**config.mk**
```make
export PLATFORM = sky130hd
export DESIGN_NAME = fifo_drain_ser
export DESIGN_NICKNAME = d
export VERILOG_FILES = /design/src/rtl/fifo_drain_ser.sv
export SDC_FILE = /design/constraint.sdc
export NUM_CORES = 1
export LEC_CHECK = 0
export ABC_AREA = 1
export CAP_MARGIN = 20
export CORE_MARGIN = 3
export CORE_UTILIZATION = 58
export DETAILED_ROUTE_END_ITERATION = 10
export PLACE_DENSITY = 0.86
export SLEW_MARGIN = 20
export SYNTH_ARGS = -nofsm -noshare
export SYNTH_HDL_FRONTEND = slang
export SYNTH_SLANG_ARGS = --single-unit
export TNS_END_PERCENT = 10
```
**constraint.sdc**
```tcl
create_clock -name clk -period 2.5 [get_ports clk]
set_clock_uncertainty 0.2 [all_clocks]
set_input_delay 0.375 -clock clk [delete_from_list [all_inputs] [get_ports clk]]
set_output_delay 0.375 -clock clk [all_outputs]
set_load 0.05 [all_outputs]
```
**src/rtl/fifo_drain_ser.sv**
```systemverilog
// Drains a FIFO one word at a time and sends each word LSB-first with start/stop framing.
// Define FIFO_DRAIN_PARITY_EN to insert an even-parity bit between the data bits and the stop bit.
module fifo_drain_ser #(
    parameter int DATA_W = 6,
    parameter int RD_LAT = 1,
    parameter int GAP    = 2,
    parameter int CNT_W  = 8
) (
    input  logic              clk,
    input  logic              rst,
    input  logic              en,
    input  logic              rdempty,
    input  logic [DATA_W-1:0] q,
    output logic              rdreq,
    output logic              ser_out,
    output logic              busy,
    output logic              word_done,
    output logic [CNT_W-1:0]  word_cnt
);

    typedef enum logic [2:0] {
        S_IDLE,
        S_REQ,
        S_WAIT,
        S_START,
        S_DATA,
`ifdef FIFO_DRAIN_PARITY_EN
        S_PAR,
`endif
        S_STOP,
        S_GAP
    } state_t;

    // One shared counter times the read latency, the data bits and the gap.
    localparam int CMAX = (DATA_W > GAP) ? ((DATA_W > RD_LAT) ? DATA_W : RD_LAT)
                                         : ((GAP > RD_LAT) ? GAP : RD_LAT);
    localparam int CW = $clog2(CMAX + 1);
    localparam logic [CW-1:0] DATA_LAST = CW'(DATA_W - 1);
    localparam logic [CW-1:0] LAT_LAST  = CW'(RD_LAT - 1);
    localparam logic [CW-1:0] GAP_LAST  = CW'((GAP > 0) ? GAP - 1 : 0);

    state_t                   state;
    logic [CW-1:0]            cnt;
    logic signed [DATA_W-1:0] shift;

`ifdef FIFO_DRAIN_PARITY_EN
    logic par;

    function automatic logic even_parity(input logic [DATA_W-1:0] w);
        return ^w;
    endfunction
`endif

    always_ff @(posedge clk or posedge rst) begin
        if (rst) begin
            state     <= S_IDLE;
            cnt       <= '0;
            shift     <= '0;
            rdreq     <= 1'b0;
            ser_out   <= 1'b1;
            busy      <= 1'b0;
            word_done <= 1'b0;
            word_cnt  <= '0;
`ifdef FIFO_DRAIN_PARITY_EN
            par       <= 1'b0;
`endif
        end else begin
            case (state)
                S_IDLE: begin
                    if (en && !rdempty) begin
                        state <= S_REQ;
                        rdreq <= 1'b1;
                        busy  <= 1'b1;
                    end
                end
                S_REQ: begin
                    state <= S_WAIT;
                    rdreq <= 1'b0;
                    cnt   <= '0;
                end
                // q becomes valid on the last WAIT cycle; capture it and drive the start bit.
                S_WAIT: begin
                    if (cnt == LAT_LAST) begin
                        state   <= S_START;
                        shift   <= q;
                        ser_out <= 1'b0;
`ifdef FIFO_DRAIN_PARITY_EN
                        par     <= even_parity(q);
`endif
                    end else begin
                        cnt <= cnt + 1'b1;
                    end
                end
                S_START: begin
                    state   <= S_DATA;
                    ser_out <= shift[0];
                    shift   <= shift >>> 1;
                    cnt     <= '0;
                end
                S_DATA: begin
                    if (cnt == DATA_LAST) begin
`ifdef FIFO_DRAIN_PARITY_EN
                        state     <= S_PAR;
                        ser_out   <= par;
`else
                        state     <= S_STOP;
                        ser_out   <= 1'b1;
                        word_done <= 1'b1;
`endif
                    end else begin
                        ser_out <= shift[0];
                        shift   <= shift >>> 1;
                        cnt     <= cnt + 1'b1;
                    end
                end
`ifdef FIFO_DRAIN_PARITY_EN
                S_PAR: begin
                    state     <= S_STOP;
                    ser_out   <= 1'b1;
                    word_done <= 1'b1;
                end
`endif
                S_STOP: begin
                    word_done <= 1'b0;
                    word_cnt  <= word_cnt + 1'b1;
                    cnt       <= '0;
                    if (GAP == 0) begin
                        state <= S_IDLE;
                        busy  <= 1'b0;
                    end else begin
                        state <= S_GAP;
                    end
                end
                S_GAP: begin
                    if (cnt == GAP_LAST) begin
                        state <= S_IDLE;
                        busy  <= 1'b0;
                    end else begin
                        cnt <= cnt + 1'b1;
                    end
                end
                default: state <= S_IDLE;
            endcase
        end
    end

endmodule

```
==> After elaboration in Yosys (flattened, before gate mapping) <==
Cells that the tools add are included.
{ "totals": {"output_inout_bits": 12, "input_bits": 10, "elab_cells": 67, "register_bits": 24} }
{ "classes": {"bitwise_logic": 2, "mux": 21, "reduce_logical": 18, "addsub": 2, "eq_ne": 15} }
{ "op_table": {"columns": ["operator", "count"], "rows": [
  ["3-bit 2-to-1 mux", 7],
  ["3-bit case mux with 7 select lines", 1],
  ["6-bit case mux with 3 select lines", 1],
  ["2-bit inequality test (second input constant)", 7],
  ["3-bit equality test (second input constant)", 4],
  ["3-bit case mux with 4 select lines", 1],
  ["4-bit AND reduction", 3],
  ["8-bit by 1-bit adder with 8-bit output (second input constant)", 1],
  ["3-bit by 1-bit equality test with 1-bit output (second input constant)", 2],
  ["3-bit by 2-bit equality test with 1-bit output (second input constant)", 2],
  ["3-bit zero test", 2],
  ["6-bit 2-to-1 mux", 1],
  ["1-bit case mux with 2 select lines", 3],
  ["2-bit AND reduction", 3],
  ["3-bit AND reduction", 2],
  ["2-bit nonzero test", 3],
  ["1-bit 2-to-1 mux", 5],
  ["5-bit 2-to-1 mux", 1],
  ["4-bit nonzero test", 1],
  ["3-bit by 1-bit adder with 3-bit output (second input constant)", 1],
  ["1-bit case mux with 3 select lines", 1],
  ["3-bit nonzero test", 1],
  ["3-bit OR reduction", 1],
  ["1-bit NOT", 2],
  ["2 further kinds", 2]
]} }

==> Logic depth before layout (Yosys ltp) <==
{ "logic_depth": {"depth_word": 4, "depth_mapped": 9, "depth_no_buf": 9} }

==> Worst setup path after synthesis <==
No wires, ideal clock.
{ "synth_path": {"path_type": "register to register", "from": "register word_cnt[0]", "to": "register word_cnt[7]", "path_stages_with_launch": 8, "synth_period_minus_slack_ps": 1586, "setup_slack_ps": 914, "arrival_ps": 1268, "n_path_buf": 0, "setup_time_ps": 118, "required_time_ps": 2182, "path_cell_list": "dfrtp_1 inv_1 nor2_1 nand3_1 nand2_1 nand2_1 nand2_1 nand2_1"} }
{ "synth_via": {"elab_chain_len": 1} }
{ "synth_rtl": {"columns": ["element", "line", "text"], "rows": [
  ["start, declared", "18", "output logic [CNT_W-1:0] word_cnt"],
  ["start signal, assigned", "125", "word_cnt <= word_cnt + 1'b1;"],
  ["8-bit by 1-bit adder with 8-bit output", "125", null]
]} }
No other way between the ends.
A chain may end at the register's enable or synchronous reset.

==> Final worst setup path <==
{ "layout_path": {"from": "register ser_out", "to": "output ser_out"} }
{ "layout_lines": {"columns": ["element", "line", "text"], "rows": [
  ["start, declared", "15", "output logic ser_out,"],
  ["start signal, assigned", "96", "ser_out <= shift[0];"],
  ["start signal, assigned", "111", "ser_out <= shift[0];"]
]} }
No word-level cell between the ends.

==> impl_metrics.json <==
{
  "area_growth_syn_to_layout_pct": 17.2,
  "powerDensity_mw_per_mm2": 1260,
  "placed_cells": 242,
  "numCtsBuffers": 3,
  "crit_path_cell_trace": "clkdlybuf4s50_1",
  "multi_input_area_um2": 793,
  "slew_viol_final": 0,
  "antenna_found_initial": 0,
  "nets": 233,
  "wl_per_cell_um": 12.5,
  "layout.cells.non_filler": 246,
  "fp.dieArea_mm2": 0.00325,
  "core.rowCount": 17,
  "drt_wl_total_um": 3080,
  "crit_type": "register to primary output",
  "gp_congestion": 0.894,
  "dpl-instance-area_mm2": 0.00173,
  "fin_util_pct": 75.5,
  "nFillCells": 193,
  "cts_setup_buffers": 0,
  "vias": 1286,
  "ir_worst_vdd_v": 0.000808,
  "cap_violations": 0,
  "cpMaxStageDelayCell": "clkdlybuf4s50_1",
  "cts_tree": "built",
  "crit_arrival_ns": 1.66,
  "finalHoldViolCount": 0,
  "drc": 0,
  "leakage_nw": 0.963,
  "hp-class": "primary input to async pin",
  "ys_seq_area_share_pct": 39.9,
  "tightest_slew_ns": 0.601,
  "clock.fmax_mhz": 448,
  "tns_ns": 0,
  "io_pins": 22,
  "root_buffer": "clkbuf_4",
  "hold-worst-slack_ns": 0.193,
  "cp_top_family": "buffers and inverters",
  "startpoint_type": "register",
  "slew_headroom_pct": 59.9,
  "cts_resized": 0,
  "cts_max_path_buffers": 2,
  "crit_path_end_kind": "primary output",
  "detail-route-antenna-nets": 0,
  "design_area_mm2": 0.00177,
  "avgSynthCellArea_um2": 7.73,
  "vias_per_cell": 5.23,
  "num_antenna_cells": 0,
  "die_y_um": 57.0,
  "cp_slowest_stage_delay_ns": 0.79,
  "fp.coreArea_mm2": 0.00234,
  "grt_pass1_wl_um": 5440,
  "grt_max_degree": 25,
  "regArea_um2": 602,
  "period_needed_ns": 2.23,
  "netlist_instances": 195,
  "fin_crit_sh_pct": 89.3,
  "ys_types": 27,
  "drt-initial-drc-count": 41,
  "critPathBufInv": 1,
  "initial_core_util_pct": 64.4,
  "port_buffers": 21,
  "gr-usage-all-layers_pct": 20.8,
  "cts_sinks": 24,
  "drive_above_1_share_pct": 14.2,
  "required_ns": 1.92,
  "clk_pin_slew_worst_paths_ns": 0.13,
  "critPathMaxFanout": 2,
  "dp_hpwl_um": 2410,
  "syn_area_mm2": 0.00151,
  "postCtsHoldBufs": 0,
  "grt_pass1_vias": 1248,
  "die_x_um": 57.0,
  "syn_nets": 209,
  "grt_remaining_overflow": 0,
  "htreeDepth": 1,
  "grt_setup_unrepaired": "no",
  "firstDrtPassIters": 4,
  "synth-seq-cells": 24,
  "finalSetupViolCount": 0,
  "status": "finished clean",
  "yosysWarnings": 0,
  "clock_latency_ns": 0.31
}
## synth_stat cells, drive strengths merged
cell type	n	area [µm²]
nand2	93	397
dfrtp	23	576
inv	22	82.6
nand3	17	103
nor2	11	82.6
nand4	5	31.3
ha	4	50.1
o21ai	4	31.3
a21oi	3	26.3
buf	3	30.0
xnor2	3	26.3
nand3b	2	15.0
xor2	2	17.5
and2	1	6.26
dfstp	1	26.3
o21bai	1	7.51
## logic make-up (layout without fill, tap and decap cells)
kind of cell / after synthesis / in the layout / share of synthesized area, %
XOR/XNOR: 5 / 5 / 2.91
buffers and inverters: 25 / 48 / 7.47
flip-flops: 24 / 24 / 39.9
AO/OA/AOI/OAI: 8 / 8 / 4.32
AND/OR/NAND/NOR: 129 / 129 / 42.1
adder cells (fa/ha/maj): 4 / 4 / 3.32
## where the power goes
part           internal (mW)  switching [mW]  leakage (nW)
Sequential             0.545           0.208         0.306
Combinational          0.455           0.823         0.636
Clock                 0.0890           0.115        0.0210
## layer usage
| metal | track usage [%] | part of all wire (%) | routed length [µm] | vias up |
|---|---|---|---|---|
| met3 | 2.71 | 2.6 | 80 | 4 |
| met2 | 38.0 | 54 | 1660 | 21 |
| met4 | 5.96 | 0.78 | 24 | 0 |
| met5 | 0 | 0 | 0 | - |
| met1 | 25.4 | 43 | 1310 | 611 |
| li1 | - | - | - | 650 |
## flip-flops by register name, summed over array words and instances, names as in the netlist
| register | cells |
|---|---|
| ser_out | 1 |
| shift | 6 |
| busy | 1 |
| cnt | 3 |
| state | 3 |
| rdreq | 1 |
| word_cnt | 8 |
| word_done | 1 |
## final timing paths
check	startpoint	to	slack (ns)	cells after the start
max	ser_out	ser_out	0.27	1
min	rst	word_cnt[6]	0.19	3
max reg2reg	state[0]	cnt[2]	0.77	7
min reg2reg	shift[5]	shift[5]	0.29	2
max in group asynchronous	rst	ser_out	1.62	3
min in group clk	shift[5]	shift[5]	0.29	2
## area by class of cell
| type | count | share of cell area (%) |
|---|---|---|
| Clock buffer | 4 | 2.05 |
| Inverter | 22 | 4.67 |
| Multi-Input combinational cell | 146 | 44.9 |
| Sequential cell | 24 | 34.1 |
| Tap cell | 28 | 1.98 |
| Timing Repair Buffer | 22 | 12.3 |
## placed cells by master, fill, tap and decap left out
| cell type | count |
|---|---|
| nor2_1 | 4 |
| clkbuf_4 | 3 |
| xor2_1 | 2 |
| o21ai_4 | 1 |
| nor2_2 | 4 |
| nand3b_1 | 2 |
| ha_1 | 4 |
| nand3_2 | 1 |
| dfstp_2 | 1 |
| a21oi_4 | 1 |
| o21bai_1 | 1 |
| xnor2_1 | 3 |
| inv_1 | 17 |
| nor2_4 | 2 |
| nand3_4 | 1 |
| nand2_1 | 84 |
| and2_1 | 1 |
| clkdlybuf4s50_1 | 21 |
| nand3_1 | 15 |
| nand2_2 | 4 |
| nor2_8 | 1 |
| clkbuf_8 | 1 |
| nand4_1 | 5 |
| o21ai_0 | 3 |
| a21oi_1 | 2 |
| dfrtp_1 | 23 |
| inv_2 | 5 |
| buf_4 | 1 |
| nand2_4 | 5 |
## stage by stage
stage          power [mW]  worst slack (ns)
3_5_place_dp         2.04             0.622
4_1_cts              2.25             0.253
6_report             2.23             0.267
5_1_grt              2.44             0.206
3_3_place_gp         1.99             0.622
2_1_floorplan        1.76             0.914
No activity file was read; power rests on OpenSTA's default activity.
